### config.mk
export PLATFORM = sky130hd
export DESIGN_NAME = fp_add_pipe
export DESIGN_NICKNAME = d
export VERILOG_FILES = /design/src/rtl/fp_add_pipe.sv
export SDC_FILE = /design/constraint.sdc
export NUM_CORES = 1
export LEC_CHECK = 0
export ABC_AREA = 1
export CAP_MARGIN = 20
export CORE_ASPECT_RATIO = 0.7
export CORE_MARGIN = 8
export CORE_UTILIZATION = 48
export CTS_BUF_LIST = sky130_fd_sc_hd__clkbuf_16
export DETAILED_ROUTE_END_ITERATION = 6
export HOLD_SLACK_MARGIN = 0.03
export PLACE_DENSITY = 0.7
export SLEW_MARGIN = 20
export SYNTH_ARGS = -nofsm -noshare
export SYNTH_HDL_FRONTEND = slang
export SYNTH_SLANG_ARGS = --single-unit
### constraint.sdc
create_clock -name clk -period 6.5 [get_ports clk]
set_input_delay 1.625 -clock clk [delete_from_list [all_inputs] [get_ports clk]]
set_output_delay 1.625 -clock clk [all_outputs]
set_load 0.05 [all_outputs]
### src/rtl/fp_add_pipe.sv
// fp_add_pipe: four-stage IEEE-754 adder/subtractor with valid/ready
// handshakes, round-to-nearest-even, denormal flush and status flags.
// Ports: clk, rst_n (async, active low); in_valid/in_ready, in_a, in_b,
//   in_sub (1 = A-B); out_valid/out_ready, out_sum,
//   out_flags = {invalid, overflow, underflow, inexact}.
module fp_add_pipe #(
   parameter int EXP_W = 8,
   parameter int MAN_W = 23
) (
   input  logic                   clk,
   input  logic                   rst_n,
   input  logic                   in_valid,
   output logic                   in_ready,
   input  logic [EXP_W+MAN_W:0]   in_a,
   input  logic [EXP_W+MAN_W:0]   in_b,
   input  logic                   in_sub,
   output logic                   out_valid,
   input  logic                   out_ready,
   output logic [EXP_W+MAN_W:0]   out_sum,
   output logic [3:0]             out_flags
);
   localparam int W  = 1 + EXP_W + MAN_W;
   localparam int SW = MAN_W + 4;
   localparam int EW = EXP_W + 2;
   localparam logic [EXP_W-1:0] EMAX = '1;
   localparam logic [W-1:0] QNAN =
      {1'b0, {EXP_W{1'b1}}, 1'b1, {(MAN_W-1){1'b0}}};

   logic w_en;

   // S1: unpack, classify, swap so |large| >= |small|
   logic             w_sa, w_sb, w_za, w_zb;
   logic             w_ia, w_ib, w_na, w_nb, w_swap;
   logic [EXP_W-1:0] w_ea, w_eb;
   logic [MAN_W-1:0] w_ma, w_mb;
   logic [W-2:0]     w_ka, w_kb;
   logic             w_sp;
   logic [W-1:0]     w_spv;
   logic [3:0]       w_spf;

   logic             r1_v, r1_sl, r1_ss, r1_sp;
   logic [EXP_W-1:0] r1_el, r1_es;
   logic [MAN_W:0]   r1_ml, r1_ms;
   logic [W-1:0]     r1_spv;
   logic [3:0]       r1_spf;

   always_comb begin
      w_sa = in_a[W-1];
      w_sb = in_b[W-1] ^ in_sub;
      w_ea = in_a[W-2:MAN_W];
      w_eb = in_b[W-2:MAN_W];
      w_ma = in_a[MAN_W-1:0];
      w_mb = in_b[MAN_W-1:0];
      w_za = (w_ea == '0);
      w_zb = (w_eb == '0);
      w_ia = (w_ea == EMAX) && (w_ma == '0);
      w_ib = (w_eb == EMAX) && (w_mb == '0);
      w_na = (w_ea == EMAX) && (w_ma != '0);
      w_nb = (w_eb == EMAX) && (w_mb != '0);
      // denormals compare as zero magnitude
      w_ka = w_za ? '0 : {w_ea, w_ma};
      w_kb = w_zb ? '0 : {w_eb, w_mb};
      w_swap = (w_kb > w_ka);
      w_sp  = 1'b1;
      w_spv = '0;
      w_spf = '0;
      if (w_na || w_nb || (w_ia && w_ib && (w_sa != w_sb))) begin
         w_spv = QNAN;
         w_spf = 4'b1000;
      end else if (w_ia) begin
         w_spv = {w_sa, EMAX, {MAN_W{1'b0}}};
      end else if (w_ib) begin
         w_spv = {w_sb, EMAX, {MAN_W{1'b0}}};
      end else if (w_za && w_zb) begin
         w_spv = {w_sa & w_sb, {(W-1){1'b0}}};
      end else if (w_za) begin
         w_spv = {w_sb, w_eb, w_mb};
      end else if (w_zb) begin
         w_spv = {w_sa, w_ea, w_ma};
      end else begin
         w_sp = 1'b0;
      end
   end

   // S2: align smaller significand, collect sticky
   logic [EXP_W-1:0] w_diff;
   logic [SW-1:0]    w_ext, w_al;
   logic [2*SW-1:0]  w_wide;

   logic             r2_v, r2_s, r2_sub, r2_sp;
   logic [EXP_W-1:0] r2_e;
   logic [SW-1:0]    r2_a, r2_b;
   logic [W-1:0]     r2_spv;
   logic [3:0]       r2_spf;

   always_comb begin
      w_diff = r1_el - r1_es;
      w_ext  = {r1_ms, 3'b000};
      w_wide = {w_ext, {SW{1'b0}}} >> w_diff;
      if (int'(w_diff) >= SW)
         w_al = {{(SW-1){1'b0}}, |r1_ms};
      else
         w_al = {w_wide[2*SW-1:SW+1],
                 w_wide[SW] | (|w_wide[SW-1:0])};
   end

   // S3: add or subtract magnitudes (never negative after swap)
   logic [SW:0]      w_sum;

   logic             r3_v, r3_s, r3_sp;
   logic [EXP_W-1:0] r3_e;
   logic [SW:0]      r3_sum;
   logic [W-1:0]     r3_spv;
   logic [3:0]       r3_spf;

   always_comb begin
      if (r2_sub)
         w_sum = {1'b0, r2_a} - {1'b0, r2_b};
      else
         w_sum = {1'b0, r2_a} + {1'b0, r2_b};
   end

   // S4: normalise, round to nearest even, pack
   int               w_lz;
   logic [SW-1:0]    w_n;
   logic [EW-1:0]    w_en_e, w_er;
   logic [MAN_W+1:0] w_mr;
   logic             w_g, w_r, w_s, w_up;
   logic [W-1:0]     w_res;
   logic [3:0]       w_flg;

   logic             r4_v;
   logic [W-1:0]     r4_sum;
   logic [3:0]       r4_flags;

   always_comb begin
      w_lz = SW;
      for (int i = 0; i < SW; i++)
         if (r3_sum[i]) w_lz = SW - 1 - i;
      if (r3_sum[SW]) begin
         w_n    = {r3_sum[SW:2], r3_sum[1] | r3_sum[0]};
         w_en_e = {2'b00, r3_e} + EW'(1);
      end else begin
         w_n    = r3_sum[SW-1:0] << w_lz;
         w_en_e = {2'b00, r3_e} - EW'(w_lz);
      end
      w_g  = w_n[2];
      w_r  = w_n[1];
      w_s  = w_n[0];
      w_up = w_g & (w_r | w_s | w_n[3]);
      w_mr = {1'b0, w_n[SW-1:3]} + {{(MAN_W+1){1'b0}}, w_up};
      w_er = w_en_e + {{(EW-1){1'b0}}, w_mr[MAN_W+1]};
      w_res = '0;
      w_flg = '0;
      if (r3_sp) begin
         w_res = r3_spv;
         w_flg = r3_spf;
      end else if (r3_sum == '0) begin
         w_res = '0;
      end else if (w_en_e[EW-1] || (w_en_e == '0)) begin
         w_res = {r3_s, {(W-1){1'b0}}};
         w_flg = 4'b0011;
      end else if (w_er >= {2'b00, EMAX}) begin
         w_res = {r3_s, EMAX, {MAN_W{1'b0}}};
         w_flg = 4'b0101;
      end else begin
         w_res = {r3_s, w_er[EXP_W-1:0], w_mr[MAN_W-1:0]};
         w_flg = {3'b000, w_g | w_r | w_s};
      end
   end

   // one enable freezes every stage, bubbles included
   assign w_en      = !(r4_v && !out_ready);
   assign in_ready  = w_en;
   assign out_valid = r4_v;
   assign out_sum   = r4_sum;
   assign out_flags = r4_flags;

   always_ff @(posedge clk or negedge rst_n) begin
      if (!rst_n) begin
         r1_v <= 1'b0; r1_sl <= 1'b0; r1_ss <= 1'b0;
         r1_sp <= 1'b0; r1_el <= '0; r1_es <= '0;
         r1_ml <= '0; r1_ms <= '0; r1_spv <= '0;
         r1_spf <= '0;
         r2_v <= 1'b0; r2_s <= 1'b0; r2_sub <= 1'b0;
         r2_sp <= 1'b0; r2_e <= '0; r2_a <= '0;
         r2_b <= '0; r2_spv <= '0; r2_spf <= '0;
         r3_v <= 1'b0; r3_s <= 1'b0; r3_sp <= 1'b0;
         r3_e <= '0; r3_sum <= '0; r3_spv <= '0;
         r3_spf <= '0;
         r4_v <= 1'b0; r4_sum <= '0; r4_flags <= '0;
      end else if (w_en) begin
         r1_v   <= in_valid;
         r1_sl  <= w_swap ? w_sb : w_sa;
         r1_ss  <= w_swap ? w_sa : w_sb;
         r1_el  <= w_swap ? w_eb : w_ea;
         r1_es  <= w_swap ? w_ea : w_eb;
         r1_ml  <= w_swap ? {1'b1, w_mb} : {1'b1, w_ma};
         r1_ms  <= w_swap ? {1'b1, w_ma} : {1'b1, w_mb};
         r1_sp  <= w_sp;
         r1_spv <= w_spv;
         r1_spf <= w_spf;
         r2_v   <= r1_v;
         r2_s   <= r1_sl;
         r2_sub <= r1_sl ^ r1_ss;
         r2_e   <= r1_el;
         r2_a   <= {r1_ml, 3'b000};
         r2_b   <= w_al;
         r2_sp  <= r1_sp;
         r2_spv <= r1_spv;
         r2_spf <= r1_spf;
         r3_v   <= r2_v;
         r3_s   <= r2_s;
         r3_e   <= r2_e;
         r3_sum <= w_sum;
         r3_sp  <= r2_sp;
         r3_spv <= r2_spv;
         r3_spf <= r2_spf;
         r4_v     <= r3_v;
         r4_sum   <= w_res;
         r4_flags <= w_flg;
      end
   end
endmodule

Yosys cells after proc, flatten, opt, wreduce, memory -nomap -nowiden:

Index checks and enable logic that the tools add are counted.

* bits in registers: 315
* bits in latches: 0
* RAM bits: 0
* ROM bits: 0
* input bits: 69
* output and inout bits: 38
* word-level logic and storage cells: 137
* memories kept: 0

* add/subtract/negate cells: 7
* multipliers: 0
* div/mod/pow operators: 0
* $lt $le $gt $ge: 3
* equal/unequal tests: 3
* shift operators: 2
* muxes and demuxes: 60
* bitwise gates (word level): 10
* reductions and logical operators: 23

Operators by type and width (number)
* two-way mux 32 bit: 34
* two-way mux 31 bit: 4
* two-way mux 27 bit: 2
* >> shifter 54 x 8 -> 54 bit: 1
* zero test 23 bit: 2
* two-way mux 23 bit: 2
* nonzero test 23 bit: 2
* << shifter 27 x 32 -> 27 bit: 1
* > comparator 31 bit: 1
* adder 27 x 27 -> 28 bit: 1
* zero test 28 bit: 1
* two-way mux 28 bit: 1
* subtractor 27 x 27 -> 28 bit: 1
* OR reduction 27 bit: 1
* adder 24 x 1 -> 25 bit: 1
* OR reduction 24 bit: 1
* == test 8 bit, second input constant: 2
* zero test 8 bit: 2
* two-way mux 8 bit: 2
* adder 10 x 1 -> 10 bit: 1
* >= comparator 10 x 8 -> 1 bit, second input constant: 1
* zero test 10 bit: 1
* two-way mux 10 bit: 1
* subtractor 8 x 10 -> 10 bit: 1
* other kinds (13): 41

Logic depth before layout (Yosys ltp):

* depth after elaboration: 39
* gate-level depth with buffers: 55
* gate-level depth less buffers: 54

Least setup slack after synthesis:

No wires, ideal clock.

* path type: register -> register
* start: register r3_sum[0]
* end: register r4_sum[13], in the netlist out_sum[13]
* setup time: 0.077 ns
* arrival time: 5.128 ns
* data required time: 6.423 ns
* setup slack: 1.295 ns
* stages on the path, launching flop included: 55
* path buffers: 3
* clock period less this slack: 5.205 ns
* cells stage by stage: dfrtp_1 > buf_4 > nand2_1 > nand2_1 > nand2_1 > nand2_1 > nand2_1 > nand2_1 > nand2_1 > nand2_1 > nand2_1 > nand2_1 > nand2_1 > nand2_1 > nand2_1 > nand2_1 > nand2_1 > nand2_1 > (+19 left out) > nand3_4 > nor2_8 > nand2_4 > nor2_4 > nand3_1 > nor3_1 > ha_1 > nand2_1 > nor4_1 > and3_1 > xnor2_1 > nor4_1 > nand4_1 > nand2_1 > nor2_2 > buf_2 > nand3_1 > a21oi_1

* cells in the longest elaborated chain, start to end: 39
* elaborated cells between the ends (all ways): 45
* classes of those cells: 3 x add/sub; 1 x order compare; 1 x shift; 33 x mux; 4 x bitwise; 3 x reduce/logical

Ends and longest elaborated chain
* start, declared: line 112 `logic [SW:0] r3_sum;`
* start signal, assigned: line 215 `r3_sum <= w_sum;`
* two-way mux 1 bit: line 139 `if (r3_sum[i]) w_lz = SW - 1 - i;`
* two-way mux 32 bit (26 in a row): line 139
* << shifter 27 x 32 -> 27 bit: line 144 `w_n = r3_sum[SW-1:0] << w_lz;`
* two-way mux 27 bit: line 140 `if (r3_sum[SW]) begin`
* OR 1 bit (2 in a row): line 150 `w_up = w_g & (w_r | w_s | w_n[3]);`
* bitwise AND 1 bit: line 150
* adder 24 x 1 -> 25 bit: line 151 `w_mr = {1'b0, w_n[SW-1:3]} + {{(MAN_W+1){1'b0}}, w_up};`
* adder 10 x 1 -> 10 bit: line 152 `w_er = w_en_e + {{(EW-1){1'b0}}, w_mr[MAN_W+1]};`
* >= comparator 10 x 8 -> 1 bit: line 163 `end else if (w_er >= {2'b00, EMAX}) begin`
* two-way mux 31 bit: line 163
* two-way mux 31 bit: line 160 `end else if (w_en_e[EW-1] || (w_en_e == '0)) begin`
* two-way mux 32 bit *: line 158 `end else if (r3_sum == '0) begin`
* two-way mux 32 bit *: line 155 `if (r3_sp) begin`
* end signal, assigned: line 220 `r4_sum <= w_res;`
* end, declared: line 133 `logic [W-1:0] r4_sum;`

Every way passes the cells marked *; elsewhere a longest branch is shown, timed or not.
A chain may end at the register's enable or synchronous reset.

Worst setup path in the final report:

* start: register r3_sum[1]
* end: register r4_sum[11], in the netlist out_sum[11]

* cells in the longest elaborated chain, start to end: 38
* elaborated cells between the ends (all ways): 44
* classes of those cells: 3 x add/sub; 1 x order compare; 1 x shift; 32 x mux; 4 x bitwise; 3 x reduce/logical

Ends and longest elaborated chain (line)
* two-way mux 32 bit (26 in a row): 139
* << shifter 27 x 32 -> 27 bit: 144
* two-way mux 27 bit: 140
* OR 1 bit (2 in a row): 150
* bitwise AND 1 bit: 150
* adder 24 x 1 -> 25 bit: 151
* adder 10 x 1 -> 10 bit: 152
* >= comparator 10 x 8 -> 1 bit: 163
* two-way mux 31 bit: 163
* two-way mux 31 bit: 160
* two-way mux 32 bit *: 158
* two-way mux 32 bit *: 155

Marks and branches as above.

==> impl_results.md <==
- Post-synthesis register bit count: 305
- Highest metal used: met4
- Net Switching: 8.173 mW
- MaxCap Viol Count: 0
- Switching share of power: 55.03%
- CTS tree: built
- CP endpoint kind: register
- Crit-path slowest cell: dfrtp_1
- Clock slew at reported path FFs: 60 ps
- CTS Sinks: 305
- Post-Synthesis Cells: 2968
- # setup viols final: 0
- Row cnt: 63
- Placed inst area: 22140 sq um
- Routed len/inst: 19.96 um
- Clk pwr share: 13.7%
- Total power: 14.85 mW
- Pleak: 11.49 nW
- Gpl congestion: 0.9964
- Die Y-Extent: 189.5 um
- CTS Buf Count: 34
- Reg2Reg Depth: 53
- Largest area contributor in the netlist: dfrtp_1
- Top cells by count, synth: nand2_1, o21ai_0, dfrtp_1
- Post-route met1 wirelength: 34260 um
- Iter 0 DRT Violations: 2480
- Clk_lat worst skew: 540 ps
- Main flop type after synthesis: dfrtp_1
- Largest cells by area after synthesis: dfrtp_1, nand2_1, o21ai_0
- Vias in the first global route: 19338
- DRC errors left: 0
- Crit path max fanout: 15
- Hold WS: 459.3 ps
- Hold_buf cts: 0
- Finished Cell Area: 23470 sq um
- Layout net count: 3170
- Internal power: 6.679 mW
- CP Class: register to register
- Pwr dens: 632.9 nW/um^2
- Grt ovf: 0
- Core box area: 42410 sq um
- CP peak stage delay: 410 ps
- I/O pin total: 107
- Layout area overhead: 13.71%
- Vias after detailed routing: 20723
- Routed wl met3: 6903 um
- Hold Crit Class: register to register
- Clk_skew: 27.28 ps
- Avg Inst Size Synth: 6.954 sq um
- Vias per cell: 5.790
- Met2 routed WL: 28800 um
- Count leader, synth: nand2_1
- Critical Path Source Type: register
- Sequential power share: 21.2%
- Status: finished, final reports clean
- Die area: 50000 sq um
- Pre-CTS worst setup slack: 90.07 ps
- N_diodes: 0
- Final worst setup slack: 475.7 ps
- ANT nets after route: 0
- Data required, critical path: 6890 ps
- Mapped Area: 20640 sq um
- First-pass iteration count of the detailed router: 5
- Max_slew headroom: 35.38%
- Synth warn: 0
- Final Hold Viols: 0
- Largest net degree at the start of global routing: 192
- Initial Utilization: 48.67%
- Post-synth ARST share: 100.0%
- Initial antenna violation count: 0
- Combinational group share of total power: 65.1%
- Die W: 263.8 um
- Syn Nets: 3137
- Yosys top cell area share: 36.98%
- Maximum vdd drop: 0.3144 mV
- Total Wirelength: 71430 um
- # port buffers: 106
- Final worst path period need: 6024 ps
- Clock Tree Buf Depth: 3
- HPWL after DPL: 54180 um
- Overall Global Routing Usage: 27.99%
- Final worst-path cycle share: 92.68%
- CP Data Arrival Time: 6420 ps
- Root buf cell: clkbuf_16
- Layout cell share with drive strength beyond 1: 6.475%
- Hold path depth: 2
- Post-Route Setup TNS: 0 ps
- Critical path's most frequent cell: nand2_1
- H-tree depth: 2
- Post-synth cell types: 60
- Max Freq: 0.1660 GHz
- Slew Limit Fails: 0
- Post-synthesis sequential area ratio: 36.98%
- First-pass GRT wire length: 111800 um
- Measured slew at the worst slew-check pin: 969.2 ps
- Number of flops mapped to enable cells by yosys: 0
[per-stage QoR]
step / utilization (%) / instances
3_5_place_dp: 52.21 / 3513
3_3_place_gp: 52.21 / 3513
2_1_floorplan: - / 2968
6_report: 55.34 / 3579
4_1_cts: 54.96 / 3575
5_1_grt: 55.34 / 3579
[logic make-up after synthesis]
kind of cell / Yosys count / synth area share, %
xor+xnor: 33 / 1.400
simple gates: 1411 / 29.44
buf+inv: 453 / 8.638
compound gates: 661 / 17.13
mux: 5 / 0.2425
flops: 305 / 36.98
fa+ha+maj: 100 / 6.171
[registers in the layout (all words and copies together), names as in the netlist, 23 cells and up]
signal,count
out_sum,32
r2_a,24
r2_b,27
r1_spv,32
r3_spv,32
r3_sum,28
r1_ms,23
r1_ml,24
r2_spv,32
[power by group through the flow]
stage	Sequential, mW	Clock, mW	Combinational [mW]
finish	3.14	2.04	9.67
global route	3.22	2.15	10.7
CTS	3.12	2.07	9.28
detailed placement	3.15	0	9.24
global placement	3.13	0	9.15
floorplan	3.28	0	6.31
[area by class of cell]
| type | instances | area (sq um) |
|---|---|---|
| clock buffers | 34 | 850.8 |
| clock inverters | 28 | 311.5 |
| fillers | 4107 | 18940 |
| inverters | 291 | 1099 |
| multi-input cells | 2210 | 11350 |
| flip-flops and latches | 305 | 7635 |
| well taps | 552 | 690.7 |
| repair buffers | 159 | 1528 |
[timing repair]
action | in CTS | in global routing
buffers inserted | 0 | 4
pin swaps | 0 | 9
resized for setup | 1 | 31
setup endpoints to repair | 1 | 33
[worst max-delay path, delay by kind of cell (launching register included)]
family / cells / cell delay (ps)
simple gates: 43 / 4070
buf+inv: 4 / 480
compound gates: 3 / 410
flops: 1 / 410
fa+ha+maj: 2 / 390
xor+xnor: 1 / 110
[worst paths after layout]
kind | startpoint | to | slack (ps)
max in group asynchronous | rst_n | r3_sp | 3980
hold reg to reg | r3_v | out_valid | 460
hold / removal | r3_v | out_valid | 460
setup / recovery | r3_sum[1] | out_sum[11] | 480
setup reg to reg | r3_sum[1] | out_sum[11] | 480
min in group asynchronous | rst_n | r1_ml[16] | 1160
[per-layer routing]
| layer | track usage (%) | up-vias |
|---|---|---|
| met4 | 6.187 | 0 |
| met2 | 39.35 | 864 |
| met1 | 43.19 | 9879 |
| li1 | - | 9891 |
| met3 | 5.988 | 89 |
| met5 | 0 | - |
[layout by cell type (no fill, tap or decap), types with 23 or more instances in the layout]
| cell type | netlist | layout |
|---|---|---|
| nand2_1 | 851 | 847 |
| o21ai_0 | 344 | 343 |
| dfrtp_1 | 305 | 303 |
| inv_1 | 275 | 277 |
| nand3_1 | 254 | 252 |
| a21oi_1 | 210 | 209 |
| nor2_1 | 161 | 159 |
| clkdlybuf4s50_1 | 0 | 105 |
| ha_1 | 97 | 94 |
| buf_4 | 3 | 44 |
| nand4_1 | 40 | 40 |
| clkbuf_16 | 0 | 34 |
| o22ai_1 | 27 | 25 |
| xor2_1 | 24 | 23 |
(Power assumes the default switching activity.)
==> patch, RTL diff (same settings) <==
The parameter `EXP_W` goes from 8 to 12.
--- a/src/rtl/fp_add_pipe.sv
+++ b/src/rtl/fp_add_pipe.sv
@@ -4,7 +4,7 @@
 //   in_sub (1 = A-B); out_valid/out_ready, out_sum,
 //   out_flags = {invalid, overflow, underflow, inexact}.
 module fp_add_pipe #(
-   parameter int EXP_W = 8,
+   parameter int EXP_W = 12,
    parameter int MAN_W = 23
 ) (
    input  logic                   clk,
Ports: changed (resized in_a, in_b and out_sum); port bits go from 107 to 119. The function was not compared with the original's and may differ.
==> patch against the unedited design <==
Design area rose by 13%; power rose by 7.4%; combinational power rose by 9.6%; worst setup slack got worse by 0.020 ns; synthesized area rose by 10%; sequential cell count rose by 32; sequential power rose by 6.4%; wire length rose by 15%; via count rose by 13%; core utilization rose by 1.3 points.
==> patch: results (changes against the unedited design) <==
status: "completed"  # unchanged
fillers: 4441  # was 4107
routed_wl_mm: 82.3  # was 71.4 mm
slew-limit-headroom_pct: 28.3  # was 35.4%
leakage_nw: 13.0  # was 11.5 nW
ff2ff_path_depth: 42  # was 53
finalNetCount: 3539  # was 3170
crit_end: "out_flags[2]"  # was out_sum[11]
critPathMaxFanout: 26  # was 15
syn_nets: 3442  # was 3137
drt-initial-drc-count: 3017  # was 2480
port_buffers: 118  # was 106
stdcell_count: 3990  # was 3579
cts_buffer_depth: 3  # unchanged
crit_start: "r3_sum[5]"  # was r3_sum[1]
synth_area_leaders: "dfrtp_1 (37%), nand2_1 (15%), o21ai_0 (8.0%)"  # was dfrtp_1 (37%), nand2_1 (15%), o21ai_0 (8.3%)
critPathKind: "flip-flop to flip-flop"  # unchanged
gp_congestion: 0.987  # was 0.996
peakVddDrop_mv: 0.286  # was 0.314 mV
antenna_found_initial: 1  # was 0
drive_above_1_share_pct: 8.02  # was 6.48%
grt_start_max_net_pins: 235  # was 192
slowest_delay_ns: 0.47  # was 0.41 ns
critPathArrivalTime_ns: 6.50  # was 6.42 ns
grt_pass1_wl_mm: 128  # was 112 mm
vias: 23338  # was 20723
drt_pass1_iterations: 6  # was 5
grt_pass1_vias: 21748  # was 19338
dpl.hpwl_mm: 62.6  # was 54.2 mm
clk_pin_slew_ns: 0.06  # about the same
hp-class: "flip-flop to flip-flop"  # unchanged
place_inst: 3917  # was 3513
synthDistinctLibCells: 58  # was 60
cts_made_buffers: 35  # was 34
reg2reg_slack_ns: 0.46  # was 0.48 ns
syn_inst: 3257  # was 2968
finClkSkew_ns: 0.0199  # was 0.0273 ns
grtUsageTotal_pct: 29.3  # was 28.0%
seq_area_frac_synth_pct: 37.1  # was 37.0%
## patch: cell types whose count changed after synthesis, moves of 8 or more
cell | unedited run | this run
nand2_1 | 851 | 915
a21oi_1 | 210 | 181
o22ai_1 | 27 | 13
o21ai_0 | 344 | 363
xor2_1 | 24 | 44
a32o_1 | 1 | 22
inv_1 | 275 | 303
nor4_1 | 19 | 28
a22oi_1 | 7 | 17
clkbuf_1 | 133 | 158
nor2_1 | 161 | 193
dfrtp_1 | 305 | 337
nand3_1 | 254 | 330
ha_1 | 97 | 105
## patch: metrics by stage
stage | power (W) | worst slack (ns) | setup TNS (ns) | cell area (um^2)
2_1_floorplan | 0.00996 | 0.920 | 0 | 22800
3_3_place_gp | 0.0133 | 0.311 | 0 | 25000
3_5_place_dp | 0.0134 | 0.294 | 0 | 25000
4_1_cts | 0.0154 | 0.230 | 0 | 26100
5_1_grt | 0.0171 | -0.0568 | -0.354 | 26400
6_report | 0.0159 | 0.456 | 0 | 26400
## patch: area by class of cell
type | count | share of cell area [%]
Tap cell | 612 | 2.90
Timing Repair inverter | 1 | 0.0284
Multi-Input combinational cell | 2420 | 47.7
Clock buffer | 35 | 3.32
Clock inverter | 26 | 0.853
Timing Repair Buffer | 242 | 8.71
Sequential cell | 337 | 31.9
Inverter | 317 | 4.54
## patch: how the worst min path moves through the flow
stage / startpoint / depth (start not counted) / end / slack [ns]
after floorplan: r3_v / 2 / out_valid / 0.42
after global placement: r3_v / 2 / out_valid / 0.43
after detailed placement: r3_v / 2 / out_valid / 0.44
after CTS: r3_v / 2 / out_valid / 0.45
after global routing: r1_v / 2 / r2_v / 0.49
final: r3_v / 2 / out_valid / 0.45
## patch: routing by layer
| metal | track usage [%] | share of wire (%) | wire length (um) |
|---|---|---|---|
| met3 | 6.21 | 9.7 | 7970 |
| met1 | 44.6 | 48 | 39200 |
| met5 | 0 | 0 | 0 |
| met2 | 42.6 | 41 | 33900 |
| met4 | 4.79 | 1.5 | 1210 |
## patch: worst max-delay path, delay by kind of cell, from the launching register on
family,cells,cell delay (ns)
adders and majority gates,3,0.49
DFF,1,0.47
xor gates and xnor gates,1,0.22
AOI/OAI and AO/OA,4,0.64
buffers and inverters,11,1.40
and+or+nand+nor,23,2.71
## patch: power by group
group          switching (W)  internal [W]  total [W]
Clock               0.000915       0.00108    0.00199
Combinational        0.00718       0.00344     0.0106
Sequential          0.000592       0.00274    0.00334
## patch: kinds of logic after synthesis
| family | share of synthesized area (%) |
|---|---|
| buf+inv | 8.57 |
| xor+xnor | 2.04 |
| simple gates | 29.8 |
| compound gates | 16.3 |
| mux | 0.176 |
| flops | 37.1 |
| fa+ha+maj | 6.04 |
## patch: timing repair
action | CTS | global route
resized for setup | 0 | 51
setup endpoints to repair | 0 | 37
endpoints found under the hold margin | 0 | 0
buffers inserted | 0 | 8
